**src/rtl/seq_to_para_if.sv**
```systemverilog
// seq_to_para_if: serial-in / parallel-out bus bundle
// Signals: rdy (start pulse), data_in (serial word), data_out (assembled word),
//          done (completion pulse), busy (collection in progress)
// master drives rdy/data_in, slave (the deserializer) drives the rest.
interface seq_to_para_if #(
    parameter int RSA_LEN = 512,
    parameter int BUS_W   = 32
);
    logic               rdy;
    logic [BUS_W-1:0]   data_in;
    logic [RSA_LEN-1:0] data_out;
    logic               done;
    logic               busy;
    modport master (output rdy, data_in, input data_out, done, busy);
    modport slave  (input rdy, data_in, output data_out, done, busy);
endinterface

```
**src/rtl/seq_to_para.sv**
```systemverilog
// seq_to_para: collects RSA_LEN/BUS_W serial bus words into one parallel word
// Ports: clk, rst (sync, active-high), bus (seq_to_para_if.slave:
//        rdy, data_in in; data_out, done, busy out)
// Macro SEQ_TO_PARA_MSW_FIRST_EN: first received word lands in the top slice
//        instead of the bottom slice.
module seq_to_para #(
    parameter int RSA_LEN = 512,
    parameter int BUS_W   = 32
) (
    input logic          clk,
    input logic          rst,
    seq_to_para_if.slave bus
);
    localparam int WORDS = RSA_LEN / BUS_W;
    localparam int CW    = (WORDS > 1) ? $clog2(WORDS) : 1;
    typedef enum logic {IDLE, COLLECT} state_t;
    state_t             r_state;
    logic [CW-1:0]      r_cnt;
    logic [RSA_LEN-1:0] r_shreg;
    logic [RSA_LEN-1:0] r_data_out;
    logic               r_done;
    logic               r_busy;
    logic [RSA_LEN-1:0] w_next;
`ifdef SEQ_TO_PARA_MSW_FIRST_EN
    assign w_next = {r_shreg[RSA_LEN-BUS_W-1:0], bus.data_in};
`else
    assign w_next = {bus.data_in, r_shreg[RSA_LEN-1:BUS_W]};
`endif
    always_ff @(posedge clk) begin
        if (rst) begin
            r_state    <= IDLE;
            r_cnt      <= '0;
            r_shreg    <= '0;
            r_data_out <= '0;
            r_done     <= 1'b0;
            r_busy     <= 1'b0;
        end else begin
            r_done <= 1'b0;
            if (r_state == IDLE) begin
                if (bus.rdy) begin
                    r_state <= COLLECT;
                    r_cnt   <= '0;
                    r_busy  <= 1'b1;
                end
            end else begin
                // rdy is ignored while collecting
                r_shreg <= w_next;
                r_cnt   <= r_cnt + 1'b1;
                if (r_cnt == CW'(WORDS - 1)) begin
                    r_data_out <= w_next;
                    r_done     <= 1'b1;
                    r_state    <= IDLE;
                    r_busy     <= 1'b0;
                    r_cnt      <= '0;
                end
            end
        end
    end
    assign bus.data_out = r_data_out;
    assign bus.done     = r_done;
    assign bus.busy     = r_busy;
endmodule

```
**src/flat_wrapper.sv**
```systemverilog
// flat-port wrapper written by rule: the top's interface ports become plain ports
module seq_to_para_flat 
#(
    parameter int RSA_LEN = 512,
    parameter int BUS_W   = 32
)
  (clk, rst, bus_rdy, bus_data_in, bus_data_out, bus_done, bus_busy);
  seq_to_para_if #(.RSA_LEN(RSA_LEN), .BUS_W(BUS_W)) bus_i ();
  input logic clk;
  input logic rst;
  input wire logic [$bits(bus_i.rdy)-1:0] bus_rdy;
  input wire logic [$bits(bus_i.data_in)-1:0] bus_data_in;
  output wire logic [$bits(bus_i.data_out)-1:0] bus_data_out;
  output wire logic [$bits(bus_i.done)-1:0] bus_done;
  output wire logic [$bits(bus_i.busy)-1:0] bus_busy;
  assign bus_i.rdy = bus_rdy;
  assign bus_i.data_in = bus_data_in;
  assign bus_data_out = bus_i.data_out;
  assign bus_done = bus_i.done;
  assign bus_busy = bus_i.busy;
  seq_to_para #(.RSA_LEN(RSA_LEN), .BUS_W(BUS_W)) u_core (.clk(clk), .rst(rst), .bus(bus_i));
endmodule
```
**config.mk**
```make
export PLATFORM = sky130hd
export DESIGN_NAME = seq_to_para_flat
export DESIGN_NICKNAME = d
export VERILOG_FILES = /design/src/rtl/seq_to_para_if.sv /design/src/rtl/seq_to_para.sv /design/src/flat_wrapper.sv
export SDC_FILE = /design/constraint.sdc
export NUM_CORES = 1
export LEC_CHECK = 0
export ABC_CLOCK_PERIOD_IN_PS = 1900
export BUFFER_PORTS_ARGS = -buffer_cell sky130_fd_sc_hd__buf_2
export CORE_ASPECT_RATIO = 0.6
export CORE_MARGIN = 2
export CORE_UTILIZATION = 50
export DETAILED_ROUTE_END_ITERATION = 8
export PLACE_DENSITY = 0.72
export SLEW_MARGIN = 20
export SYNTH_ARGS = -nofsm -noshare
export SYNTH_HDL_FRONTEND = slang
export SYNTH_SLANG_ARGS = --single-unit
```
**constraint.sdc**
```tcl
create_clock -name clk -period 1.9 [get_ports clk]
set_clock_uncertainty 0.05 [all_clocks]
set_input_delay 0.38 -clock clk [delete_from_list [all_inputs] [get_ports clk]]
set_output_delay 0.38 -clock clk [all_outputs]
set_load 0.02 [all_outputs]
```
# Word level (Yosys, flattened, before mapping)
# Index checks and enable logic that the tools add are counted.
dict set report totals {
  rom_bits 0
  n_memories 0
  register_bits 1031
  output_inout_bits 514
  latch_bits 0
  inputBits 35
  elab_cells 24
  mem_bits_rw 0
}
dict set report op_classes {
  bitwise 1
  n_reduce_logical 4
  n_mux 10
  n_eq_ne 2
  shifts 0
  n_lt_le_gt_ge 0
  add_sub_neg 1
  div 0
  multipliers 0
}
# cell n
set ops {}
lappend ops {{4-bit 2-to-1 mux} 3}
lappend ops {{1-bit 2-to-1 mux} 7}
lappend ops {{4-bit by 1-bit adder with 4-bit output (second input constant)} 1}
lappend ops {{4-bit equality test (second input constant)} 1}
lappend ops {{2-bit AND reduction} 2}
lappend ops {{2-bit inequality test (second input constant)} 1}
lappend ops {{2-bit nonzero test} 1}
lappend ops {{2-bit OR reduction} 1}
lappend ops {{1-bit NOT} 1}

# Depth between registers and ports, before layout
# Gate-level depths: netlist of the first run.
dict set report logic_depth {
  word_depth 3
  depth_mapped 7
  depth_no_buf 4
}

# Least setup slack after synthesis of the first run
# Ideal clock, no wire load.
dict set report synth_timing {
  path_type {reg-to-reg}
  from {register u_core.r_cnt[0]}
  to {register u_core.r_data_out[373], in the netlist u_core.bus.data_out[373]}
  setup_time_ns 0.071
  required_time_ns 1.779
  stages_incl_launch_ff 8
  path_buffers 3
  period_less_slack_ns 1.498
  path_slack_ns 0.402
  t_arrival_ns 1.377
  cell_sequence {dfxtp_1 -> ha_1 -> and4_1 -> buf_8 -> buf_8 -> buf_6 -> nand2_1 -> a21oi_2}
}
dict set report synth_via {
  elab_chain_len 2
}
# element line
set synth_lines {}
lappend synth_lines {{from (decl)} seq_to_para.sv:18} ;# logic [CW-1:0] r_cnt;
lappend synth_lines {{from (signal assigned)} seq_to_para.sv:48} ;# r_cnt <= r_cnt + 1'b1;
lappend synth_lines {{4-bit equality test} seq_to_para.sv:49} ;# if (r_cnt == CW'(WORDS - 1)) begin
lappend synth_lines {{2-bit AND reduction (no source line)} n/a}
lappend synth_lines {{to (signal assigned)} seq_to_para.sv:50} ;# r_data_out <= w_next;
lappend synth_lines {{to (decl)} seq_to_para.sv:20} ;# logic [RSA_LEN-1:0] r_data_out;
# No other way between the ends.
# A chain may end at the register's enable or synchronous reset.

# Final worst setup path of the first run
dict set report layout_timing {
  from {register u_core.r_cnt[0]}
  to {register u_core.r_data_out[83], in the netlist u_core.bus.data_out[83]}
}
# The elaborated chain is that of the path after synthesis.

==> key figures, run 1 <==
Routing
  • Initial DRT Pass Iterations: 7
  • First DRT Iteration DRCs: 2208
  • DRT antenna net count: 0
  • DR vias/cell: 5.223
  • Residual DRC: 0
  • Drt wl/cell: 18.93 microns
  • Vias: 27630
  • Total routed wirelength: 100100 microns

Layout
  • Syn-to-layout area delta: 20.77%
  • Layout cells sized above 1: 18.67%
  • Nets: 4341
  • Final core area utilization: 61.46%
  • Fin area: 0.04211 sq mm

Synthesis
  • Most frequent cell after synthesis: nand2_1
  • Sequential fraction of the synthesis area: 57.36%
  • Async SR Flop Fraction: 0%
  • Synth warn: 0
  • Cell Area, Synth: 0.03487 sq mm
  • Netlist cell types: 23
  • Flops & latches, synth: 999
  • Avg Inst Size Synth: 9.173 sq um
  • Synth Flop Type: dfxtp_1
  • Post-synth top area share: 57.36%
  • Top cell type by total area after synthesis: dfxtp_1
  • Mapped Nets: 3837
  • Synth top area cells: dfxtp_1, mux2i_1, nand2_1, a21oi_1, nor2_1
  • Synthesized instance count: 3801
  • Most common library cells after synthesis: nand2_1, dfxtp_1, a21oi_1, nor2_1, mux2i_1
  • Post-synth EDFFs: 0

Status
  • Status: completed

Hold path
  • Min-delay src: u_core.r_shreg[48]$_SDFFE_PP0P_
  • Hold/Removal Path Class: reg2reg
  • Worst hold path stage count: 2
  • Worst Hold Path EP: u_core.bus.data_out[16]$_SDFFE_PP0P_

GRT
  • GRT met2 Usage: 39.43%
  • Met1 Use GR: 39.74%
  • Total GRT Usage: 26.78%
  • Largest net degree at the start of global routing: 80
  • Vias in the first global route: 25280
  • GRT Residual Overflow: 0
  • First-pass GRT wire length: 150000 microns
  • GR peak layer: met1
  • Met3 Track Usage GR: 5.647%
  • Initial antenna violation count: 3

STA
  • F_max: 554.5 MHz
  • Slew margin rel.: 62.23%
  • RSZ-0062 raised after global routing: no
  • Hold Fails Final Rpt: 0
  • Final setup fails: 0
  • Final Cycle Share: 94.91%
  • Final Max Tran Viols: 0
  • Worst Max-Slew Pin Slew: 0.5657 ns
  • Post-route setup slack: 0.09668 ns
  • Setup tns final: 0 ns
  • Period minus WS final: 1.803 ns

Critical path
  • CP arrival: 2.31 ns
  • CP required: 2.40 ns
  • R2r worst-path depth: 6
  • Critical path capture point type: register
  • Worst r2r dst: u_core.bus.data_out[83]$_SDFFE_PP0P_
  • Startpoint types: register
  • Worst Path Max Fanout: 51
  • Flop2flop setup slack: 0.1 ns
  • Worst R2R Start: u_core.r_cnt[0]$_SDFFE_PP0P_
  • WS Path Type: reg2reg

Clock network
  • Clk_lat worst skew: 0.64 ns
  • Clk buf depth: 3
  • CTS tree: yes
  • H-tree levels: 3
  • Cts bufs inserted: 87
  • Clk root buf: clkbuf_16
  • CTS sink cnt: 999
  • Post-CTS Setup Bufs: 0
  • Clock Pin Slew Worst Setup and Hold Paths: 0.07 ns

Floorplan
  • Die Height: 208.6 microns
  • Top Ports: 549
  • Row count: 74
  • Chip Width: 344.9 microns
  • Die ar.: 0.07193 sq mm
  • Total core area: 0.06852 sq mm
  • Starting Density: 50.89%

Placement
  • DP HPWL: 70830 microns
  • Routability cong.: 0.8804
  • Pre-CTS setup slack: 0.08315 ns
  • Dpl cell area: 0.03869 sq mm
  • IO buf count: 548

Flow run
  • Max-cap violations: 0

Power
  • Cell Pwr Density: 982.5 mW/mm^2
  • Peak supply drop: 0.7121 mV
  • LEAKAGE: 17.28 nW
[worst max path at each step]
stage	end	slack [ns]	startpoint	cells after the start
final	u_core.bus.data_out[83]$_SDFFE_PP0P_	0.1	u_core.r_cnt[0]$_SDFFE_PP0P_	6
after global placement	u_core.bus.data_out[248]$_SDFFE_PP0P_	0.12	u_core.r_cnt[0]$_SDFFE_PP0P_	6
after floorplan	u_core.bus.data_out[373]$_SDFFE_PP0P_	0.40	u_core.r_cnt[0]$_SDFFE_PP0P_	7
after global routing	u_core.bus.data_out[210]$_SDFFE_PP0P_	0.006	u_core.r_cnt[0]$_SDFFE_PP0P_	6
after CTS	u_core.bus.data_out[202]$_SDFFE_PP0P_	0.05	u_core.r_cnt[0]$_SDFFE_PP0P_	6
after detailed placement	u_core.bus.data_out[55]$_SDFFE_PP0P_	0.08	u_core.r_cnt[0]$_SDFFE_PP0P_	6
[power by group]
| part | leakage, nW | internal (mW) | switching (mW) |
|---|---|---|---|
| Combinational | 7.73 | 0.596 | 0.832 |
| Sequential | 8.05 | 21.0 | 0.0916 |
| Clock | 1.50 | 10.9 | 7.94 |
[flip-flops by register name, indices dropped and copies added, names as in the netlist]
name and flops:
u_core.bus.data_out 512, u_core.r_shreg 480, u_core.r_cnt 4, u_core.bus.busy 1
u_core.bus.done 1, u_core.r_state 1
[per-layer routing]
layer	share of wire [%]	wire length [microns]
met5	0.024	24
met4	2.1	2099
met3	8.3	8346
met2	44	43580
met1	46	46100
[cell usage in the layout, fill, tap and decap left out, types with 16 or more instances in the layout]
cell type,synthesis,layout
mux2i_1,481,481
clkbuf_16,0,90
buf_12,0,56
buf_2,93,547
clkbuf_1,110,18
clkbuf_8,0,17
nand2_1,1024,1024
dlygate4sd3_1,0,34
buf_4,21,54
nor2_1,485,485
a21oi_1,508,508
clkinv_2,0,16
dfxtp_1,999,998
[per-stage QoR]
step                cells  total power, mW  hold slack [ns]
floorplan            3801            22.50           0.3812
global placement     5094            22.93           0.3887
detailed placement   5094            22.94           0.3899
CTS                  5289            41.59           0.3878
global route         5289            42.55           0.4140
finish               5290            41.37           0.3893
[layout make-up]
cell class,instances,area (sq um)
fillers,5846,26410
flip-flops and latches,999,20000
multi-input cells,2521,13220
repair buffers,695,4686
clock buffers,125,2554
well taps,912,1141
clock inverters,36,496.7
inverters,1,3.754
diodes,1,2.502
[cell families (layout without fill, tap and decap cells)]
kind of cell    count (synthesis)  count (layout)  synth area share, %
other cells                     0               1                    0
flops                         999             999                57.36
simple gates                 1518            1518                16.43
fa+ha+maj                       1               1              0.03588
mux                           481             481                13.81
compound gates                520             520                7.582
xor+xnor                        1               1              0.02512
buf+inv                       281             857                4.758
[worst max-delay path, cell delays in order, from the launching register on]
cell     delay [ns]
dfxtp_1        0.44
ha_4           0.21
and4_4         0.28
buf_12         0.20
buf_16         0.25
nand2_1        0.09
a21oi_1        0.17
[repair_timing]
action                     in CTS  in global routing
hold buffers                   34                  0
resized for setup               0                  5
setup endpoints to repair       0                146
hold endpoints to repair       68                  0
Power figures use the tool's default switching activity.
==> inputs of run 2 (changes only) <==
- ABC_CLOCK_PERIOD_IN_PS: 1900 -> 1700
- clock period: 1.9 -> 1.7 ns (I/O delays scaled with it)
==> run 2 against run 1 <==
Critical path type unchanged. Sequential share of layout area down 1.2 points. Final area increased by 2.7%. The flow now finishes with violations (setup timing). Largest power group unchanged. Power increased by 12%. Count of clock-buffer cells in the layout grew 4. Critical endpoint is now u_core.bus.data_out[420]$_SDFFE_PP0P_. Fmax grew 4.8%.
==> key figures, run 2 (synthesized netlist as in run 1, its figures left out) <==
Status
  • Status: finished, violations left
  • Failing checks: setup timing

Critical path
  • Top delay family on crit path: buffers and inverters
  • Worst R2R Start: u_core.r_cnt[1]$_SDFFE_PP0P_
  • CP required: 2.21 ns
  • Most common cell on crit path: clkbuf_16
  • Crit-path max cell delay: 0.39 ns
  • Buf+Inv Stages, Crit Path: 3
  • WS Path Type: reg2reg
  • Worst r2r dst: u_core.bus.data_out[420]$_SDFFE_PP0P_
  • CP arrival: 2.23 ns
  • Startpoint types: register
  • Slowest-stage cell, CP: and4_4
  • Critical path, cell by cell: ha_4 > and4_4 > buf_12 > clkbuf_16 > clkbuf_16 > nand2_1 > a21oi_1
  • Critical path capture point type: register
  • Worst Path Max Fanout: 6
  • R2r worst-path depth: 7
  • Flop2flop setup slack: -0.02 ns
  • Critical path launch point: u_core.r_cnt[1]$_SDFFE_PP0P_

STA
  • Final Max Tran Viols: 0
  • Final setup fails: 1
  • Post-route setup slack: -0.02014 ns
  • Period minus WS final: 1.720 ns
  • Slew margin rel.: 62.17%
  • Hold Fails Final Rpt: 0
  • RSZ-0062 raised after global routing: yes
  • F_max: 581.3 MHz
  • Final Cycle Share: 101.2%
  • Worst Max-Slew Pin Slew: 0.5666 ns

Placement
  • Routability cong.: 0.9157
  • Pre-CTS setup slack: -0.03738 ns
  • IO buf count: 548
  • DP HPWL: 71110 microns

GRT
  • Vias in the first global route: 25330
  • First-pass GRT wire length: 149700 microns
  • GRT Residual Overflow: 0
  • Total GRT Usage: 26.81%
  • Largest net degree at the start of global routing: 101
  • Initial antenna violation count: 2

Routing
  • Vias: 28230
  • Initial DRT Pass Iterations: 5
  • DR vias/cell: 5.299
  • Drt wl/cell: 19.79 microns
  • First DRT Iteration DRCs: 2521
  • DRT antenna net count: 0
  • Residual DRC: 0
  • Total routed wirelength: 105400 microns

Clock network
  • CTS sink cnt: 999
  • Clk_lat worst skew: 0.64 ns
  • Cts bufs inserted: 87
  • Clk buf depth: 3
  • H-tree levels: 3
  • Clk root buf: clkbuf_16
  • Clock Pin Slew Worst Setup and Hold Paths: 0.07 ns
  • CTS tree: yes

Floorplan
  • Starting Density: 50.89%
  • Total core area: 0.06852 sq mm
  • Top Ports: 549
  • Die ar.: 0.07193 sq mm
  • Chip Width: 344.9 microns
  • Die Height: 208.6 microns
  • Row count: 74

Hold path
  • Hold/Removal Path Class: reg2reg
  • Min-delay src: u_core.bus.data_out[321]$_SDFFE_PP0P_
  • Worst hold path stage count: 2
  • Worst Hold Path EP: u_core.bus.data_out[321]$_SDFFE_PP0P_

Layout
  • Commonest cells after routing, fill and taps aside: nand2_1, dfxtp_1, buf_2
  • Final core area utilization: 63.10%
  • Layout cells sized above 1: 21.66%
  • Nets: 4380
  • Commonest non-fill, non-tap cell in the layout: nand2_1
  • Max reg flops: 512
  • Syn-to-layout area delta: 24.00%
  • FILL cells: 5645

Power
  • Cell Pwr Density: 1072 mW/mm^2
  • Total Power: 46.34 mW
  • LEAKAGE: 17.75 nW
  • Peak supply drop: 0.9982 mV

Flow run
  • Max-cap violations: 0
[run 2: changes by cell type in the layout (fill, tap and decap cells not counted), moves of 7 or more]
cell       before   now
a21oi_1       508   424
a21oi_2        10    94
buf_6           1    18
nand2_1      1024  1007
clkbuf_16      90   103
nand2_2         0    10
nand2_4         0     7
[run 2: area by class of cell]
class	instances	area (sq um)	share of cell area, %
timing repair buffer	734	5425	12.55
multi-input combinational	2521	13620	31.49
tap	912	1141	2.639
clock buffer	129	2587	5.985
antenna	1	2.502	0.005788
clock inverter	29	451.7	1.045
sequential	999	20010	46.27
inverter	1	3.754	0.008682
[run 2: worst max path at each step]
stage / end / slack [ns] / cells after the start
after detailed placement: u_core.bus.data_out[211]$_SDFFE_PP0P_ / -0.04 / 6
after CTS: u_core.bus.data_out[269]$_SDFFE_PP0P_ / 0.01 / 6
after floorplan: u_core.bus.data_out[373]$_SDFFE_PP0P_ / 0.20 / 7
after global routing: u_core.bus.data_out[420]$_SDFFE_PP0P_ / -0.1 / 7
final: u_core.bus.data_out[420]$_SDFFE_PP0P_ / -0.02 / 7
after global placement: u_core.bus.data_out[216]$_SDFFE_PP0P_ / 0.01 / 6
[run 2: per-layer routing]
metal	wire length, microns	part of all wire, %	GRT usage [%]
met3	10070	9.6	6.634
met5	13	0.012	0
met4	2625	2.5	7.568
met2	45460	43	38.83
met1	47210	45	39.37
[run 2: power breakdown]
group / switching, mW / internal [mW]
logic: 0.955 / 0.664
clock network: 8.89 / 12.3
registers: 0.100 / 23.5
[run 2: timing repair]
action / CTS / global route
pin swaps: 0 / 14
gates cloned: 1 / 22
hold buffers: 34 / 0
setup buffers: 2 / 10
endpoints found under the hold margin: 77 / 0
setup endpoints to repair: 43 / 245
gates resized for setup: 7 / 138
[run 2: metrics by stage]
step	setup TNS, ns	std cells	instance area, sq um	hold WS (ns)
after floorplan	0	3801	34870	0.3812
after global placement	0	5098	38700	0.3878
after detailed placement	-0.4206	5098	38700	0.3919
after CTS	0	5293	42170	0.4018
after global routing	-3.000	5326	43240	0.4154
final	-0.02014	5326	43240	0.4002
[run 2: tightest hold or removal path: cells and delay by family (launching register included)]
family	cells	cell delay, ns
compound gates	1	0.05
simple gates	1	0.05
flops	1	0.30
